<file path="config.mk">
export PLATFORM = sky130hd
export DESIGN_NAME = voice_scheduler_flat
export DESIGN_NICKNAME = d
export VERILOG_FILES = /design/src/rtl/synth_pkg.sv /design/src/rtl/voice_scheduler_if.sv /design/src/rtl/voice_regfile.sv /design/src/rtl/voice_scheduler.sv /design/src/flat_wrapper.sv
export SDC_FILE = /design/constraint.sdc
export NUM_CORES = 1
export LEC_CHECK = 0
export CAP_MARGIN = 15
export CORE_UTILIZATION = 54
export CTS_CLUSTER_DIAMETER = 100
export DETAILED_ROUTE_END_ITERATION = 7
export PLACE_DENSITY = 0.8
export SLEW_MARGIN = 15
export SYNTH_ARGS = -nofsm -noshare
export SYNTH_HDL_FRONTEND = slang
export SYNTH_SLANG_ARGS = --single-unit
</file>
<file path="constraint.sdc">
create_clock -name clk -period 5.3 [get_ports clk]
set_input_delay 0.53 -clock clk [delete_from_list [all_inputs] [get_ports clk]]
set_output_delay 0.53 -clock clk [all_outputs]
set_load 0.02 [all_outputs]
</file>
<file path="src/rtl/synth_pkg.sv">
// Shared defaults, FSM state encoding and output saturation for the voice scheduler.
package synth_pkg;

    localparam int unsigned NV_DEF   = 4;
    localparam int unsigned PW_DEF   = 16;
    localparam int unsigned SW_DEF   = 8;
    localparam int unsigned SUMW_DEF = SW_DEF + $clog2(NV_DEF);
    localparam int unsigned AW       = 8;

    localparam int SAT_HI = (2 ** (SW_DEF - 1)) - 1;
    localparam int SAT_LO = -(2 ** (SW_DEF - 1));

    typedef enum logic [2:0] {
        IDLE = 3'd0,
        ADV  = 3'd1,
        REQ  = 3'd2,
        ACC  = 3'd3,
        OUT  = 3'd4
    } state_t;

    // Clamp the widened mix back into the signed sample range.
    function automatic logic [SW_DEF-1:0] sat(input logic signed [SUMW_DEF-1:0] s);
        if (int'(s) > SAT_HI) begin
            return SW_DEF'(SAT_HI);
        end
        if (int'(s) < SAT_LO) begin
            return SW_DEF'(SAT_LO);
        end
        return SW_DEF'(s);
    endfunction

endpackage

</file>
<file path="src/rtl/voice_scheduler_if.sv">
// Wavetable lookup (req/ack) and mixed-sample output (valid/ready) handshakes.
interface voice_scheduler_if;
    import synth_pkg::*;

    logic              wt_req;
    logic [AW-1:0]     wt_addr;
    logic              wt_ack;
    logic [SW_DEF-1:0] wt_data;
    logic              out_valid;
    logic              out_ready;
    logic [SW_DEF-1:0] out_sample;

    modport master (
        output wt_req, wt_addr, out_valid, out_sample,
        input  wt_ack, wt_data, out_ready
    );

    modport slave (
        input  wt_req, wt_addr, out_valid, out_sample,
        output wt_ack, wt_data, out_ready
    );

endinterface

</file>
<file path="src/rtl/voice_regfile.sv">
// Per-voice increment, enable and phase accumulator storage.
// One config write port and one read-modify-write port used by the ADV step.
module voice_regfile
    import synth_pkg::*;
#(
    parameter int unsigned NV = NV_DEF,
    parameter int unsigned PW = PW_DEF
) (
    input  logic                  clk,
    input  logic                  rst,
    input  logic                  i_cfg_we,
    input  logic [$clog2(NV)-1:0] i_cfg_voice,
    input  logic [PW-1:0]         i_cfg_inc,
    input  logic                  i_cfg_en,
    input  logic                  i_adv,
    input  logic [$clog2(NV)-1:0] i_adv_voice,
    output logic                  o_adv_en,
    output logic [AW-1:0]         o_adv_addr,
    output logic [AW-1:0]         o_phase
);

    logic [PW-1:0] r_inc [NV];
    logic [PW-1:0] r_acc [NV];
    logic [NV-1:0] r_en;

    logic [PW-1:0] w_acc_sum;
    logic          w_cfg_zero;

    // ADV reads the pre-write inc/en; a same-voice disable zeroes the address it sees.
    assign w_acc_sum  = r_acc[i_adv_voice] + r_inc[i_adv_voice];
    assign w_cfg_zero = i_cfg_we && !i_cfg_en && (i_cfg_voice == i_adv_voice);
    assign o_adv_en   = r_en[i_adv_voice];
    assign o_adv_addr = w_cfg_zero ? '0 : w_acc_sum[PW-1 -: AW];
    assign o_phase    = r_acc[0][PW-1 -: AW];

    always_ff @(posedge clk or posedge rst) begin
        if (rst) begin
            r_en <= '0;
            for (int unsigned i = 0; i < NV; i++) begin
                r_inc[i] <= '0;
                r_acc[i] <= '0;
            end
        end else begin
            if (i_adv) begin
                r_acc[i_adv_voice] <= r_en[i_adv_voice] ? w_acc_sum : '0;
            end
            // Config write comes last so its zeroing overrides the ADV update.
            if (i_cfg_we) begin
                r_inc[i_cfg_voice] <= i_cfg_inc;
                r_en[i_cfg_voice]  <= i_cfg_en;
                if (!i_cfg_en) begin
                    r_acc[i_cfg_voice] <= '0;
                end
            end
        end
    end

endmodule

</file>
<file path="src/rtl/voice_scheduler.sv">
// Once per sample tick: advance every voice phase, fetch enabled voices from the shared
// wavetable port, and hand the saturated mix to the serializer.
module voice_scheduler
    import synth_pkg::*;
#(
    parameter int unsigned NV = NV_DEF,
    parameter int unsigned PW = PW_DEF,
    parameter int unsigned SW = SW_DEF
) (
    input  logic                  clk,
    input  logic                  rst,
    input  logic                  sample_tick,
    input  logic                  cfg_we,
    input  logic [$clog2(NV)-1:0] cfg_voice,
    input  logic [PW-1:0]         cfg_inc,
    input  logic                  cfg_en,
    voice_scheduler_if.master     bus,
    output logic [AW-1:0]         phase,
    output logic                  busy,
    output logic                  overrun,
    input  logic                  ovr_clr
);

    localparam int unsigned   VW   = $clog2(NV);
    localparam int unsigned   SUMW = SW + VW;
    localparam logic [VW-1:0] LAST = VW'(NV - 1);

    state_t                 r_state;
    logic [VW-1:0]          r_v;
    logic signed [SUMW-1:0] r_sum;
    logic signed [SW-1:0]   r_data;
    logic                   r_wt_req;
    logic [AW-1:0]          r_wt_addr;
    logic                   r_out_valid;
    logic [SW-1:0]          r_out_sample;
    logic                   r_busy;
    logic                   r_overrun;

    logic                   w_adv;
    logic                   w_adv_en;
    logic [AW-1:0]          w_adv_addr;
    logic                   w_last;
    logic signed [SUMW-1:0] w_sum_next;

    assign w_adv      = (r_state == ADV);
    assign w_last     = (r_v == LAST);
    assign w_sum_next = r_sum + SUMW'(r_data);

    voice_regfile #(.NV(NV), .PW(PW)) u_regfile (
        .clk         (clk),
        .rst         (rst),
        .i_cfg_we    (cfg_we),
        .i_cfg_voice (cfg_voice),
        .i_cfg_inc   (cfg_inc),
        .i_cfg_en    (cfg_en),
        .i_adv       (w_adv),
        .i_adv_voice (r_v),
        .o_adv_en    (w_adv_en),
        .o_adv_addr  (w_adv_addr),
        .o_phase     (phase)
    );

    always_ff @(posedge clk or posedge rst) begin
        if (rst) begin
            r_state      <= IDLE;
            r_v          <= '0;
            r_sum        <= '0;
            r_data       <= '0;
            r_wt_req     <= 1'b0;
            r_wt_addr    <= '0;
            r_out_valid  <= 1'b0;
            r_out_sample <= '0;
            r_busy       <= 1'b0;
            r_overrun    <= 1'b0;
        end else begin
            // A tick outside IDLE is dropped; set has priority over clear.
            if (sample_tick && (r_state != IDLE)) begin
                r_overrun <= 1'b1;
            end else if (ovr_clr) begin
                r_overrun <= 1'b0;
            end

            case (r_state)
                IDLE: begin
                    if (sample_tick) begin
                        r_v     <= '0;
                        r_sum   <= '0;
                        r_busy  <= 1'b1;
                        r_state <= ADV;
                    end
                end
                ADV: begin
                    if (w_adv_en) begin
                        r_wt_req  <= 1'b1;
                        r_wt_addr <= w_adv_addr;
                        r_state   <= REQ;
                    end else if (w_last) begin
                        r_out_valid  <= 1'b1;
                        r_out_sample <= sat(r_sum);
                        r_state      <= OUT;
                    end else begin
                        r_v <= VW'(r_v + 1'b1);
                    end
                end
                REQ: begin
                    if (bus.wt_ack) begin
                        r_wt_req <= 1'b0;
                        r_data   <= bus.wt_data;
                        r_state  <= ACC;
                    end
                end
                ACC: begin
                    r_sum <= w_sum_next;
                    if (w_last) begin
                        r_out_valid  <= 1'b1;
                        r_out_sample <= sat(w_sum_next);
                        r_state      <= OUT;
                    end else begin
                        r_v     <= VW'(r_v + 1'b1);
                        r_state <= ADV;
                    end
                end
                OUT: begin
                    if (bus.out_ready) begin
                        r_out_valid <= 1'b0;
                        r_busy      <= 1'b0;
                        r_state     <= IDLE;
                    end
                end
                default: r_state <= IDLE;
            endcase
        end
    end

    assign bus.wt_req     = r_wt_req;
    assign bus.wt_addr    = r_wt_addr;
    assign bus.out_valid  = r_out_valid;
    assign bus.out_sample = r_out_sample;
    assign busy           = r_busy;
    assign overrun        = r_overrun;

endmodule
</file>
<file path="src/flat_wrapper.sv">
// flat-port wrapper written by rule: the top's interface ports become plain ports
module voice_scheduler_flat import synth_pkg::*;
#(
    parameter int unsigned NV = NV_DEF,
    parameter int unsigned PW = PW_DEF,
    parameter int unsigned SW = SW_DEF
)
  (clk, rst, sample_tick, cfg_we, cfg_voice, cfg_inc, cfg_en, phase, busy, overrun, ovr_clr, bus_wt_req, bus_wt_addr, bus_out_valid, bus_out_sample, bus_wt_ack, bus_wt_data, bus_out_ready);
  voice_scheduler_if bus_i ();
  input  logic clk;
  input  logic rst;
  input  logic sample_tick;
  input  logic cfg_we;
  input  logic [$clog2(NV)-1:0] cfg_voice;
  input  logic [PW-1:0] cfg_inc;
  input  logic cfg_en;
  output logic [AW-1:0] phase;
  output logic busy;
  output logic overrun;
  input  logic ovr_clr;
  output wire logic [$bits(bus_i.wt_req)-1:0] bus_wt_req;
  output wire logic [$bits(bus_i.wt_addr)-1:0] bus_wt_addr;
  output wire logic [$bits(bus_i.out_valid)-1:0] bus_out_valid;
  output wire logic [$bits(bus_i.out_sample)-1:0] bus_out_sample;
  input wire logic [$bits(bus_i.wt_ack)-1:0] bus_wt_ack;
  input wire logic [$bits(bus_i.wt_data)-1:0] bus_wt_data;
  input wire logic [$bits(bus_i.out_ready)-1:0] bus_out_ready;
  assign bus_wt_req = bus_i.wt_req;
  assign bus_wt_addr = bus_i.wt_addr;
  assign bus_out_valid = bus_i.out_valid;
  assign bus_out_sample = bus_i.out_sample;
  assign bus_i.wt_ack = bus_wt_ack;
  assign bus_i.wt_data = bus_wt_data;
  assign bus_i.out_ready = bus_out_ready;
  voice_scheduler #(.NV(NV), .PW(PW), .SW(SW)) u_core (.clk(clk), .rst(rst), .sample_tick(sample_tick), .cfg_we(cfg_we), .cfg_voice(cfg_voice), .cfg_inc(cfg_inc), .cfg_en(cfg_en), .bus(bus_i), .phase(phase), .busy(busy), .overrun(overrun), .ovr_clr(ovr_clr));
endmodule
</file>
### Word-level counts from Yosys, hierarchy flattened

Cells that the tools add are included.

* word-level logic and storage cells: 150
* input bits: 34
* bits in registers: 175
* output and inout bits: 28

* $lt $le $gt $ge: 11
* add/subtract/negate cells: 3
* equal/unequal tests: 14
* muxes and demuxes: 74
* bitwise logic cells: 4
* reduce and logical (&&, ||, !) cells: 25

Operators with widths (count)
* $mux 64: 3
* $bwmux 64: 2
* $mux 16: 7
* $mux 8: 12
* $and 64x64->64: 1
* $bmux 16 s2: 2
* $demux 16 s2: 2
* $not 64->64: 1
* $mux 1: 26
* $gt 10x8->1 const B: 2
* $lt 10x8->1 const B: 2
* $pmux 10 s2: 1
* $mux 3: 6
* $add 16x16->16: 1
* $pmux 8 s2: 1
* $pmux 3 s5: 1
* $reduce_and 3->1: 4
* $add 10x8->10: 1
* $mux 10: 1
* $reduce_bool 2->1: 5
* $reduce_bool 3->1: 3
* $ne 2x2->1 const B: 4
* $reduce_and 4->1: 2
* $eq 3x2->1 const B: 2
* other kinds (23): 39

### Logic depth before layout (Yosys ltp)

* depth in word-level cells: 14
* depth in mapped cells: 13
* gate-level depth less buffers: 10

### Hierarchy

Synthesis repeated with hierarchy kept, for this count alone.

* cell total of the unflattened synthesis: 855
* area, all modules: 9557.9 um^2

Modules (own cells, without submodules)
* voice_regfile: area an instance 7115.6 um^2, cells an instance 606, times used 1
* voice_scheduler: area an instance 2442.3 um^2, cells an instance 249, times used 1

### Least setup slack after synthesis

Ideal clock, no wire load.

* kind: reg2reg
* from: register u_core.r_v[0]
* to: register u_core.u_regfile.r_acc (netlist bit u_core.u_regfile.o_phase[6])
* setup time: 0.122 ns
* path buffers: 2
* stages on the path, launching flop included: 13
* path slack: 1.758 ns
* arrival time: 3.421 ns
* cell sequence: dfrtp_1 buf_2 buf_1 mux4_2 ha_1 fa_1 a21o_1 a21oi_1 o21ai_1 a41oi_2 o21ai_1 xor2_1 a32o_1

* word-level cells in the longest chain between the ends: 11
* elaborated cells between the ends (all ways): 21
* those cells by class: 1 x add/sub; 2 x order compare; 15 x mux; 2 x bitwise; 1 x reduce/logical

RTL lines
* start, declared: RTL line voice_scheduler.sv:29 `logic [VW-1:0] r_v;`
* start signal, assigned: RTL line voice_scheduler.sv:102 `r_v <= VW'(r_v + 1'b1);`
* start signal, assigned: RTL line voice_scheduler.sv:119 `r_v <= VW'(r_v + 1'b1);`
* $not 2->3: RTL line voice_regfile.sv:30, voice_regfile.sv:45
* $bmux 16 s2: RTL line voice_regfile.sv:30 `assign w_acc_sum = r_acc[i_adv_voice] + r_inc[i_adv_voice];`
* $mux 16 (implied by the code) (2 in series): RTL line voice_regfile.sv:30
* $add 16x16->16: RTL line voice_regfile.sv:30
* $mux 16: RTL line voice_regfile.sv:45 `r_acc[i_adv_voice] <= r_en[i_adv_voice] ? w_acc_sum : '0;`
* $bwmux 64 (*): RTL line voice_regfile.sv:45
* $mux 64 (*): RTL line voice_regfile.sv:44 `if (i_adv) begin`
* $and 64x64->64 (no line)
* $mux 64: RTL line voice_regfile.sv:51 `if (!i_cfg_en) begin`
* $mux 64 (*): RTL line voice_regfile.sv:48 `if (i_cfg_we) begin`
* end signal, assigned by index: RTL line voice_regfile.sv:45
* end, declared: RTL line voice_regfile.sv:23 `logic [PW-1:0] r_acc [NV];`

Mark *: on every way between the ends. The rest lies on a longest branch, timed or not. The select of a mux whose other input is x is not followed.
A chain may end at the register's enable or synchronous reset.

### Worst setup path in the final report

* from: register u_core.r_v[1]
* to: register u_core.u_regfile.r_acc[14] (netlist bit)

The elaborated chain is that of the path after synthesis.

==> run_results.csv <==
group,metric,value,unit
cts,cts.clk_slew.worst_paths,70,ps
layout,final_core_util,63.3,%
cts,clkLatencyLatePin,440,ps
status,outcome,"finished, final reports clean",
cts,clk_path_buf_depth,2,
pwr,p_seq_share,31.6,%
global_route,overflow,0,
pwr,clock_power_share,18.8,%
die,io_pins,62,
pwr,netSwitchingFraction,41.9,%
pwr,power_density,633,nW/um^2
synth,synth_seq_cells,175,
global_route,grt_pass1_wl,35.3,mm
synth,synth.top_cell.area_share,47.8,%
pwr,p_int,3.85,mW
synth,synth-edff-count,0,
drt,routed_wl,21.5,mm
cts,post_cts_buffers,0,
synth,seq_area_frac_synth,47.8,%
cts,cts_buffers,17,
layout,layout-drive-gt1-share,19.3,%
cts,h-tree-depth,4,
synth,ys_warn_count,0,
die,core_area,16600,um^2
place,dp_hpwl,14.5,mm
layout,fillers,1275,
pwr,switching_power,2.78,mW
setup_path,critPathKind,"reg2reg",
timing,relSlewSlack,26.5,%
global_route,first_global_vias,6785,
layout,fin_nets,935,
synth,yosysUniqueCellTypes,61,
timing,period_needed,4060,ps
synth,ys_top_cells_by_area,"dfrtp_1 (48%), mux2_2 (9.5%), mux4_2 (7.6%), nand2_1 (4.8%), ha_1 (3.8%)",
hold_path,worstHoldPathType,"reg2reg",
synth,synth_area,9170,um^2
timing,fin_skew,16.4,ps
die,num_rows,47,
layout,layout_common_cells,"dfrtp_1 (174), nand2_1 (117), nor2_1 (84)",
pwr,p_leak,4.56,nW
drt,vias,6837,
drt,dr.pass1.iters,5,
cts,hold_buffers,0,
die,die_area,17500,um^2
setup_path,crit_path_start_kind,"register",
timing,post-route-period-util,76.6,%
layout,diodes,0,
job,cap_viol_max_count,0,
layout,final_common_cell,"dfrtp_1",
cts,cts.sinks,175,
synth,syn_inst,831,
die,die_y,132,um
drt,ant_nets,0,
timing,rsz0062_at_grt,"false",
place,port_buffers,61,
synth,ys_async_sr_fraction,100,%
cts,post_cts_resized,0,
setup_path,path_max_fanout,18,
drt,first_iter_violations,647,
timing,hold_viol_final,0,
cts,clock-root-buffer,"clkbuf_16",
timing,fmax,246,MHz
synth,synth.net_count,895,
pwr,p_comb_share,49.6,%
synth,syn_avg_cell_area,11.0,um^2
timing,finalSetupViolCount,0,
global_route,track_usage,26.1,%
die,die_w,132,um
place,place.gp.congestion,0.965,
global_route,antenna_found_initial,0,
pwr,peakVddDrop,0.339,mV
drt,wl_per_cell,19.4,um
global_route,grt_max_degree,101,
synth,yosys.area.top_type,"dfrtp_1",
drt,drc,0,
setup_path,cp.required,5660,ps
timing,tns,0,ps
drt,via_per_inst,6.19,
setup_path,cp-end-kind,"register",
timing,finalMaxSlewViolations,0,
setup_path,crit_arrival,4420,ps
synth,ys.flop_type,"dfrtp_1",
cts,cts_tree,"built",
timing,worst_slew_pin_slew,1100,ps
layout,syn_to_final_growth,14.5,%
die,start_util,55.3,%
## final timing paths
check                      cells past startpoint                   from                    endpoint  slack [ps]
max                                           10          u_core.r_v[1]  u_core.u_regfile.r_acc[14]        1240
min                                            2  u_core.bus.wt_addr[5]       u_core.bus.wt_addr[5]         480
min in group asynchronous                      2                    rst              u_core.overrun         580
max in group asynchronous                      3                    rst  u_core.u_regfile.r_inc[53]        3760
max reg2reg                                   10          u_core.r_v[1]  u_core.u_regfile.r_acc[14]        1240
min reg2reg                                    2  u_core.bus.wt_addr[5]       u_core.bus.wt_addr[5]         480
## sequential cells by signal, summed over array words and instances, names as in the netlist, 4 cells and up
name                      count
u_core.u_regfile.r_en         4
u_core.u_regfile.r_acc       56
u_core.bus.out_sample         8
u_core.u_regfile.r_inc       64
u_core.r_sum                 10
u_core.bus.wt_addr            8
u_core.u_regfile.o_phase      8
u_core.r_data                 8
## power groups by stage
stage          registers [mW]  logic, mW  clock network (mW)
5_1_grt                  2.15       3.59                1.32
3_5_place_dp             2.11       3.23                   0
2_1_floorplan            2.02       2.49                   0
3_3_place_gp             2.09       3.14                   0
6_report                 2.10       3.29                1.25
4_1_cts                  2.09       3.26                1.26
## worst max-delay path: stages, from the launching register on
cell	delay [ps]
dfrtp_1	890
mux4_2	600
ha_1	250
fa_1	430
a21o_1	180
a21oi_1	310
o21ai_1	160
a41oi_2	360
o21ai_1	170
xor2_1	360
a32o_1	260
## metrics by stage
step / total power, mW / std cells / instance area (um^2) / hold slack, ps / setup WS, ps
6_report: 6.64 / 1104 / 10500 / 478 / 1240
3_3_place_gp: 5.23 / 1072 / 9900 / 464 / 1500
2_1_floorplan: 4.51 / 831 / 9170 / 445 / 24.8
3_5_place_dp: 5.34 / 1072 / 9900 / 471 / 1370
5_1_grt: 7.06 / 1104 / 10500 / 518 / 1070
4_1_cts: 6.61 / 1104 / 10500 / 485 / 1290
## routing by layer
layer / share of wire [%] / vias to the layer above / track usage, % / routed length [um]
li1: - / 3076 / - / -
met1: 43 / 3427 / 36.7 / 9260
met2: 48 / 294 / 40.8 / 10300
met3: 7.0 / 40 / 4.96 / 1510
met4: 1.8 / 0 / 9.00 / 376
met5: 0 / - / 0 / 0
## cell families after synthesis
group | count (synthesis) | share of synthesized area, %
mux | 111 | 17.4
simple gates | 256 | 12.0
compound gates | 170 | 12.7
fa+ha+maj | 30 | 4.26
xor+xnor | 27 | 2.66
buf+inv | 62 | 3.26
flops | 175 | 47.8
## synthesized netlist by cell type (14+ instances only)
| cell type | n |
|---|---|
| mux4_2 | 31 |
| a21o_1 | 14 |
| a21oi_1 | 52 |
| clkbuf_1 | 27 |
| nand3_1 | 19 |
| o21ai_0 | 24 |
| nand2_1 | 117 |
| xnor2_1 | 17 |
| dfrtp_1 | 175 |
| ha_1 | 28 |
| nor2_1 | 84 |
| mux2_2 | 77 |
## cell type report
class,instances,area (um^2),area share [%]
tap,220,275,2.62
timing repair buffer,74,721,6.87
clock inverter,13,135,1.29
inverter,9,38.8,0.370
clock buffer,19,453,4.32
multi-input combinational,594,4490,42.8
sequential,175,4380,41.8
Power figures use the tool's default switching activity.
